`config.mk`:
```
export PLATFORM = sky130hd
export DESIGN_NAME = hazard_scoreboard_flat
export DESIGN_NICKNAME = d
export VERILOG_FILES = /design/src/rtl/hazard_scoreboard_if.sv /design/src/rtl/hazard_scoreboard.sv /design/src/flat_wrapper.sv
export SDC_FILE = /design/constraint.sdc
export NUM_CORES = 1
export LEC_CHECK = 0
export BUFFER_PORTS_ARGS = -buffer_cell sky130_fd_sc_hd__buf_2
export CORE_MARGIN = 2
export CORE_UTILIZATION = 54
export DETAILED_ROUTE_END_ITERATION = 8
export PLACE_DENSITY = 0.81
export SKIP_CTS_REPAIR_TIMING = 1
export SYNTH_ARGS = -nofsm -noshare
export SYNTH_HDL_FRONTEND = slang
export SYNTH_SLANG_ARGS = --single-unit
```
`constraint.sdc`:
```
create_clock -name clock -period 5.8 [get_ports clock]
set_clock_uncertainty 0.1 [all_clocks]
set_input_delay 0.58 -clock clock [delete_from_list [all_inputs] [get_ports clock]]
set_output_delay 0.58 -clock clock [all_outputs]
set_load 0.03 [all_outputs]
```
`src/rtl/hazard_scoreboard_if.sv`:
```
// Issue/writeback/status bundle between decode and the hazard scoreboard.
// master = decode side, slave = scoreboard.
interface hazard_scoreboard_if;
  logic        issue_valid;
  logic [4:0]  issue_rs1;
  logic [4:0]  issue_rs2;
  logic        issue_uses_rs1;
  logic        issue_uses_rs2;
  logic [4:0]  issue_rd;
  logic        issue_writes_rd;
  logic        wb_valid;
  logic [4:0]  wb_rd;
  logic        flush;
  logic        stall;
  logic [31:0] pending_mask;
  logic [3:0]  outstanding;
  logic        wb_error;

  modport master (
    output issue_valid, issue_rs1, issue_rs2, issue_uses_rs1, issue_uses_rs2,
    output issue_rd, issue_writes_rd, wb_valid, wb_rd, flush,
    input  stall, pending_mask, outstanding, wb_error
  );

  modport slave (
    input  issue_valid, issue_rs1, issue_rs2, issue_uses_rs1, issue_uses_rs2,
    input  issue_rd, issue_writes_rd, wb_valid, wb_rd, flush,
    output stall, pending_mask, outstanding, wb_error
  );
endinterface

```
`src/rtl/hazard_scoreboard.sv`:
```
// Register hazard scoreboard: per-register pending-write counters gate issue on
// RAW hazards, counter saturation and a global in-flight limit.
module hazard_scoreboard #(
  parameter int unsigned MAX_OUTSTANDING = 4,
  parameter int unsigned CNT_W           = 2
) (
  input  logic                 clock,
  input  logic                 reset,
  hazard_scoreboard_if.slave   sb
);

  localparam logic [CNT_W-1:0] CntOne = CNT_W'(1);
  localparam logic [CNT_W-1:0] CntMax = {CNT_W{1'b1}};
  localparam logic [3:0]       OutMax = 4'(MAX_OUTSTANDING);

  // Entry 0 exists only to keep indexing simple; it is held at zero.
  logic [CNT_W-1:0] cnt_q [32];
  logic [CNT_W-1:0] cnt_d [32];
  logic [3:0]       outstanding_q, outstanding_d;
  logic             wb_error_q, wb_error_d;

  logic raw, waw_sat, full, rd_tracked;
  logic tracked, wb_hit, wb_miss;

  always_comb begin
    rd_tracked = sb.issue_writes_rd && (sb.issue_rd != 5'd0);
    raw        = (sb.issue_uses_rs1 && (cnt_q[sb.issue_rs1] != '0)) ||
                 (sb.issue_uses_rs2 && (cnt_q[sb.issue_rs2] != '0));
    waw_sat    = rd_tracked && (cnt_q[sb.issue_rd] == CntMax);
    full       = rd_tracked && (outstanding_q == OutMax);
    sb.stall   = sb.issue_valid && (raw || waw_sat || full);
    tracked    = sb.issue_valid && !sb.stall && rd_tracked;
    wb_hit     = sb.wb_valid && (sb.wb_rd != 5'd0) && (cnt_q[sb.wb_rd] != '0);
    wb_miss    = sb.wb_valid && (sb.wb_rd != 5'd0) && (cnt_q[sb.wb_rd] == '0);
  end

  always_comb begin
    cnt_d         = cnt_q;
    outstanding_d = outstanding_q;
    wb_error_d    = wb_error_q || wb_miss;
    if (sb.flush) begin
      for (int i = 0; i < 32; i++) begin
        cnt_d[i] = '0;
      end
      outstanding_d = '0;
    end else begin
      // Same-register issue + writeback nets out to no change.
      if (tracked) begin
        cnt_d[sb.issue_rd] = cnt_d[sb.issue_rd] + CntOne;
      end
      if (wb_hit) begin
        cnt_d[sb.wb_rd] = cnt_d[sb.wb_rd] - CntOne;
      end
      unique case ({tracked, wb_hit})
        2'b10:   outstanding_d = outstanding_q + 4'd1;
        2'b01:   outstanding_d = outstanding_q - 4'd1;
        default: outstanding_d = outstanding_q;
      endcase
    end
    cnt_d[0] = '0;
  end

  always_ff @(posedge clock) begin
    if (reset) begin
      for (int i = 0; i < 32; i++) begin
        cnt_q[i] <= '0;
      end
      outstanding_q <= '0;
      wb_error_q    <= 1'b0;
    end else begin
      cnt_q         <= cnt_d;
      outstanding_q <= outstanding_d;
      wb_error_q    <= wb_error_d;
    end
  end

  always_comb begin
    sb.pending_mask = '0;
    for (int i = 1; i < 32; i++) begin
      sb.pending_mask[i] = |cnt_q[i];
    end
    sb.outstanding = outstanding_q;
    sb.wb_error    = wb_error_q;
  end

endmodule

```
`src/flat_wrapper.sv`:
```
// flat-port wrapper written by rule: the top's interface ports become plain ports
module hazard_scoreboard_flat 
#(
  parameter int unsigned MAX_OUTSTANDING = 4,
  parameter int unsigned CNT_W           = 2
)
  (clock, reset, sb_issue_valid, sb_issue_rs1, sb_issue_rs2, sb_issue_uses_rs1, sb_issue_uses_rs2, sb_issue_rd, sb_issue_writes_rd, sb_wb_valid, sb_wb_rd, sb_flush, sb_stall, sb_pending_mask, sb_outstanding, sb_wb_error);
  hazard_scoreboard_if sb_i ();
  input  logic clock;
  input  logic reset;
  input wire logic [$bits(sb_i.issue_valid)-1:0] sb_issue_valid;
  input wire logic [$bits(sb_i.issue_rs1)-1:0] sb_issue_rs1;
  input wire logic [$bits(sb_i.issue_rs2)-1:0] sb_issue_rs2;
  input wire logic [$bits(sb_i.issue_uses_rs1)-1:0] sb_issue_uses_rs1;
  input wire logic [$bits(sb_i.issue_uses_rs2)-1:0] sb_issue_uses_rs2;
  input wire logic [$bits(sb_i.issue_rd)-1:0] sb_issue_rd;
  input wire logic [$bits(sb_i.issue_writes_rd)-1:0] sb_issue_writes_rd;
  input wire logic [$bits(sb_i.wb_valid)-1:0] sb_wb_valid;
  input wire logic [$bits(sb_i.wb_rd)-1:0] sb_wb_rd;
  input wire logic [$bits(sb_i.flush)-1:0] sb_flush;
  output wire logic [$bits(sb_i.stall)-1:0] sb_stall;
  output wire logic [$bits(sb_i.pending_mask)-1:0] sb_pending_mask;
  output wire logic [$bits(sb_i.outstanding)-1:0] sb_outstanding;
  output wire logic [$bits(sb_i.wb_error)-1:0] sb_wb_error;
  assign sb_i.issue_valid = sb_issue_valid;
  assign sb_i.issue_rs1 = sb_issue_rs1;
  assign sb_i.issue_rs2 = sb_issue_rs2;
  assign sb_i.issue_uses_rs1 = sb_issue_uses_rs1;
  assign sb_i.issue_uses_rs2 = sb_issue_uses_rs2;
  assign sb_i.issue_rd = sb_issue_rd;
  assign sb_i.issue_writes_rd = sb_issue_writes_rd;
  assign sb_i.wb_valid = sb_wb_valid;
  assign sb_i.wb_rd = sb_wb_rd;
  assign sb_i.flush = sb_flush;
  assign sb_stall = sb_i.stall;
  assign sb_pending_mask = sb_i.pending_mask;
  assign sb_outstanding = sb_i.outstanding;
  assign sb_wb_error = sb_i.wb_error;
  hazard_scoreboard #(.MAX_OUTSTANDING(MAX_OUTSTANDING), .CNT_W(CNT_W)) u_core (.clock(clock), .reset(reset), .sb(sb_i));
endmodule
```
; Word-level counts from Yosys, hierarchy flattened
; Index checks and enable logic that the tools add are counted.
[totals]
memories = 0
out_inout_bits = 38
mem_bits_rw = 0
rom_bits = 0
latch_bits = 0
register_bits = 67
in_bits = 28
[classes]
multipliers = 0
eq_ne = 4
addsub = 4
muxes = 25
n_bitwise = 4
shifts = 0
div_mod_pow = 0
n_reduce_logical = 57
magnitude_cmp = 6
[op_table]
columns = op, n
row1 = 64-bit bitwise mux, 2
row2 = 64-bit two-way mux, 2
row3 = 2-bit OR reduction, 32
row4 = 62-bit two-way mux, 1
row5 = 2-bit binary-select mux with 5-bit select, 5
row6 = "6-bit >= comparator, second input constant", 4
row7 = 2-bit two-way mux, 12
row8 = 5-bit inverter with 6-bit output, 4
row9 = 2-bit demux with 5-bit select, 2
row10 = 1-bit logical AND, 13
row11 = "6-bit by 1-bit less-than comparator with 1-bit output, second input constant", 2
row12 = 5-bit nonzero test, 2
row13 = 4-bit case mux with 2 select lines, 1
row14 = 2-bit nonzero test, 4
row15 = "4-bit by 1-bit adder with 4-bit output, second input constant", 1
row16 = "2-bit == test, second input constant", 2
row17 = "4-bit by 3-bit == test with 1-bit output, second input constant", 1
row18 = 1-bit logical OR, 4
row19 = "4-bit by 1-bit subtractor with 4-bit output, second input constant", 1
row20 = "2-bit by 1-bit adder with 2-bit output, second input constant", 1
row21 = "2-bit by 1-bit == test with 1-bit output, second input constant", 1
row22 = 2-bit zero test, 1
row23 = "2-bit by 1-bit subtractor with 2-bit output, second input constant", 1
row24 = 1-bit zero test, 1

; Longest topological paths before layout
[logic_depth]
ltp_word = 21
ltp_mapped = 24

; Worst setup path after synthesis
; OpenSTA, ideal clock, no wires.
[synth_path]
kind = input to register
start = in sb_issue_rd[0]
end = reg u_core.cnt_q[11] (netlist bit)
arrival_time_ns = 5.424
required_time_ns = 5.640
setup_ns = 0.060
path_buffers = 3
path_stages = 19
setup_slack_ns = 0.216
cell_sequence = buf_2 buf_1 mux4_2 a22oi_1 nand4_1 ha_1 nor2_1 and3_1 clkbuf_1 nand2_1 nor4b_4 nand3_1 mux2_1 a32oi_1 nand4_1 or4_1 nor4_4 xor2_1 o311a_1
[synth_via]
elab_chain_len = 20
elab_cells_between_ends = 30
[synth_lines]
columns = element, line
row1 = "start, declared", flat_wrapper.sv:16  ; input wire logic [$bits(sb_i.issue_rd)-1:0] sb_issue_rd;
row2 = 5-bit inverter with 6-bit output (not written as such), "hazard_scoreboard.sv:29, hazard_scoreboard.sv:49"
row3 = 2-bit binary-select mux with 5-bit select, "hazard_scoreboard.sv:29, hazard_scoreboard.sv:49"
row4 = 2-bit two-way mux (not written as such) (2 in a row), "hazard_scoreboard.sv:29, hazard_scoreboard.sv:49"
row5 = 2-bit == test, hazard_scoreboard.sv:29  ; waw_sat = rd_tracked && (cnt_q[sb.issue_rd] == CntMax);
row6 = 1-bit logical AND, hazard_scoreboard.sv:29
row7 = 1-bit logical OR (2 in a row), hazard_scoreboard.sv:31  ; sb.stall = sb.issue_valid && (raw || waw_sat || full);
row8 = 1-bit logical AND, hazard_scoreboard.sv:31
row9 = 1-bit zero test, hazard_scoreboard.sv:32  ; tracked = sb.issue_valid && !sb.stall && rd_tracked;
row10 = 1-bit logical AND (2 in a row), hazard_scoreboard.sv:32
row11 = 64-bit two-way mux *, hazard_scoreboard.sv:48  ; if (tracked) begin
row12 = 64-bit two-way mux *, hazard_scoreboard.sv:41  ; if (sb.flush) begin
row13 = 2-bit binary-select mux with 5-bit select, hazard_scoreboard.sv:52  ; cnt_d[sb.wb_rd] = cnt_d[sb.wb_rd] - CntOne;
row14 = 2-bit two-way mux (not written as such) (2 in a row), hazard_scoreboard.sv:52
row15 = 2-bit by 1-bit subtractor with 2-bit output, hazard_scoreboard.sv:52
row16 = 64-bit bitwise mux, hazard_scoreboard.sv:52
row17 = 62-bit two-way mux *, hazard_scoreboard.sv:51  ; if (wb_hit) begin
row18 = "end signal, assigned", hazard_scoreboard.sv:71  ; cnt_q <= cnt_d;
row19 = "end, declared", hazard_scoreboard.sv:17  ; logic [CNT_W-1:0] cnt_q [32];
; Every way passes the cells marked *; elsewhere a longest branch is shown, timed or not. The select of a mux whose other input is x is not followed.
; A chain may end at the register's enable or synchronous reset.

; Final worst setup path
[layout_path]
start = reg u_core.cnt_q[42] (netlist bit)
end = reg u_core.cnt_q[53] (netlist bit)
[layout_via]
elab_chain_len = 20
elab_cells_between_ends = 37
[layout_lines]
columns = element, line
row1 = 2-bit binary-select mux with 5-bit select (on tied branches), "hazard_scoreboard.sv:27, hazard_scoreboard.sv:28"
row2 = 2-bit two-way mux (on tied branches) (2 in a row), "hazard_scoreboard.sv:27, hazard_scoreboard.sv:28"
row3 = 2-bit nonzero test (on tied branches), "hazard_scoreboard.sv:27, hazard_scoreboard.sv:28"
row4 = 1-bit logical AND (on tied branches), "hazard_scoreboard.sv:27, hazard_scoreboard.sv:28"
row5 = 1-bit logical OR, hazard_scoreboard.sv:27  ; raw = (sb.issue_uses_rs1 && (cnt_q[sb.issue_rs1] != '0)) ||
row6 = 1-bit logical OR (2 in a row), hazard_scoreboard.sv:31
row7 = 1-bit logical AND, hazard_scoreboard.sv:31
row8 = 1-bit zero test, hazard_scoreboard.sv:32
row9 = 1-bit logical AND (2 in a row), hazard_scoreboard.sv:32
row10 = 64-bit two-way mux, hazard_scoreboard.sv:48
row11 = 64-bit two-way mux, hazard_scoreboard.sv:41
row12 = 2-bit binary-select mux with 5-bit select, hazard_scoreboard.sv:52
row13 = 2-bit two-way mux (not written as such) (2 in a row), hazard_scoreboard.sv:52
row14 = 2-bit by 1-bit subtractor with 2-bit output, hazard_scoreboard.sv:52
row15 = 64-bit bitwise mux, hazard_scoreboard.sv:52
row16 = 62-bit two-way mux *, hazard_scoreboard.sv:51
; Marks and branches as above.

==> results.toml <==
[outcome]
status = "finished clean"

[setup_path]
critPathArrivalTime_ns = 5.63
critPathRequiredTime_ns = 5.96
cp_max_fo = 8
endpoint_kind = "register"
path_class = "register to register"
start_kind = "register"

[logic_synthesis]
netlist_area_um2 = 5962
ys_seq_elements = 67
synth.distinct_cells = 70
yosysTopAreaCellShare_pct = 22.50
syn_inst = 772
ys_seq_area_share_pct = 22.50
yosys_warnings = 0
synth_top_cell_by_area = "dfxtp_1"
yosys-top-cells-area = "dfxtp_1 22%, mux4_2 10%, nor2_1 7.2%"
synth_flop_cell = "dfxtp_1"
synth.avg_cell_area_um2 = 7.723
async_flop_share_pct = 0
synth-edff-count = 0
syn_nets = 805

[sta]
fin_setup_tns_ns = 0
worstMarginPinSlew_ns = 1.057
fin_crit_ns = 5.470
max_freq_mhz = 182.8
slew_violations = 0
hold_viol_final = 0
slew_headroom_pct = 29.27
rsz0062_at_grt = "false"
fin_crit_sh_pct = 94.31
finalSetupViolCount = 0

[grt]
antenna_found_initial = 1
track_usage_pct = 43.88
grt_pass1_wl_um = 38000
grt_max_degree = 35
first_global_vias = 6416
grt_remaining_overflow = 0

[final_layout]
areaGrowthSynthToFinish_pct = 14.67
final_nets = 867
diodes = 0
final_util_pct = 63.34
drive_gt1_share_pct = 24.91
final_cell_mix = "114 x nor2_1, 67 x dfxtp_1, 65 x a21oi_1, 64 x buf_2"
layout_commonest_cell = "nor2_1"

[floorplan]
die_x_um = 109.1
fp.dieH_um = 109.1
dieArea_um2 = 11900
rows = 38
initial_utilization_pct = 55.24
core-area_um2 = 10790
ios = 66

[power]
power_mw = 1.093
ir_worst_vdd_uv = 130.8
power.leakage_nw = 2.936
powerDensity_nw_per_um2 = 159.9

[route]
drcViolationCount = 0
dr.pass1.iters = 6
vias = 6959
viasPerCell = 7.108
antenna_left = 0
detail_route.wirelength_um = 25580
wl_per_cell_um = 26.13
drt_iter0_markers = 1125

[clocking]
clock_latency_ns = 0.37
clk_pin_slew_ns = 0.08
cts_root_buf = "clkbuf_8"
cts_tree = "built"
clock_path_buffers = 2
cts_sinks = 67
h-tree-depth = 3
cts_buffers = 9

[worst_hold_path]
hp-class = "primary input to register"

[placement]
portBuffers = 64
dp_hpwl_um = 19230
gp_congestion = 1.134

[job]
drv_cap = 0
-- metrics by stage --
step | hold WS [ns] | instance area [um^2] | setup slack, ns | instances
floorplan | 0.4887 | 5962 | 0.2163 | 772
global placement | 0.3498 | 6636 | -0.006011 | 963
detailed placement | 0.3537 | 6636 | -0.1841 | 963
CTS | 0.2982 | 6829 | 0.1943 | 979
global route | 0.2917 | 6837 | 0.1293 | 979
finish | 0.3001 | 6837 | 0.3301 | 979
-- critical path, stage by stage (launching register included) --
cell and delay (ns):
dfxtp_1 0.32, nor2_1 0.43, a21oi_1 0.14, mux4_2 0.53, a32o_1 0.29, nor4_4 0.79
buf_4 0.27, nand2_1 0.14, nor3b_1 0.27, buf_4 0.18, mux2_2 0.34, a21oi_1 0.17
nand4_1 0.18, nor4_4 0.58, xor2_2 0.27, o311a_1 0.34
-- state kept, by name, summed over array words and instances (netlist names) --
| name | cells |
|---|---|
| u_core.sb.wb_error | 1 |
| u_core.sb.outstanding | 4 |
| u_core.cnt_q | 62 |
-- cell families (layout without fill, tap and decap cells) --
group	count (synthesis)	in the layout	synth area share (%)
XOR/XNOR	5	5	0.7347
multiplexers	92	92	21.80
flip-flops	67	67	22.50
buffers and inverters	101	168	6.758
adder cells (fa/ha/maj)	5	5	1.175
AO/OA/AOI/OAI	193	193	21.01
other	1	1	0.06290
AND/OR/NAND/NOR	308	308	25.96
-- final timing paths --
path | from | end | slack (ns) | cells after the start
min | reset | u_core.sb.wb_error$_SDFF_PP0_ | 0.30 | 2
max | u_core.cnt_q[42]$_SDFF_PP0_ | u_core.cnt_q[53]$_SDFF_PP0_ | 0.33 | 15
max reg2reg | u_core.cnt_q[42]$_SDFF_PP0_ | u_core.cnt_q[53]$_SDFF_PP0_ | 0.33 | 15
min reg2reg | u_core.sb.wb_error$_SDFF_PP0_ | u_core.sb.wb_error$_SDFF_PP0_ | 0.38 | 2
-- layer usage --
metal,vias to the layer above,track usage (%),part of all wire (%)
met2,596,62.24,41
met4,2,19.96,4.7
met3,111,16.38,16
li1,2999,-,-
met1,3251,58.65,38
met5,-,3.571,0.20
-- synth_stat cells (5+ instances only) --
library cell and count:
mux4_2 27, inv_1 35, a211oi_1 5, a21oi_1 65
nor2b_1 7, dfxtp_1 67, nor2_1 115, a31oi_1 6
buf_4 5, and3_1 8, a22oi_1 10, nor3_1 40
o21ai_0 45, and2_1 5, o311a_1 11, clkbuf_1 49
buf_1 6, nand3_1 12, mux2i_1 32, nand4_1 22
or3_1 6, mux2_2 29, nor3b_1 9, nand2_1 47
or2_2 11
-- final cells by class --
type / count / area (um^2)
timing repair buffer: 115 / 753.2
fill: 986 / 3956
inverter: 37 / 138.9
sequential: 67 / 1341
clock inverter: 7 / 68.82
tap: 140 / 175.2
multi-input combinational: 604 / 4235
clock buffer: 9 / 123.9
-- where the power goes --
group	switching (mW)	total (mW)	internal [mW]
logic	0.148	0.224	0.0765
registers	0.00190	0.463	0.461
clock network	0.209	0.406	0.197
Power figures use the tool's default switching activity.
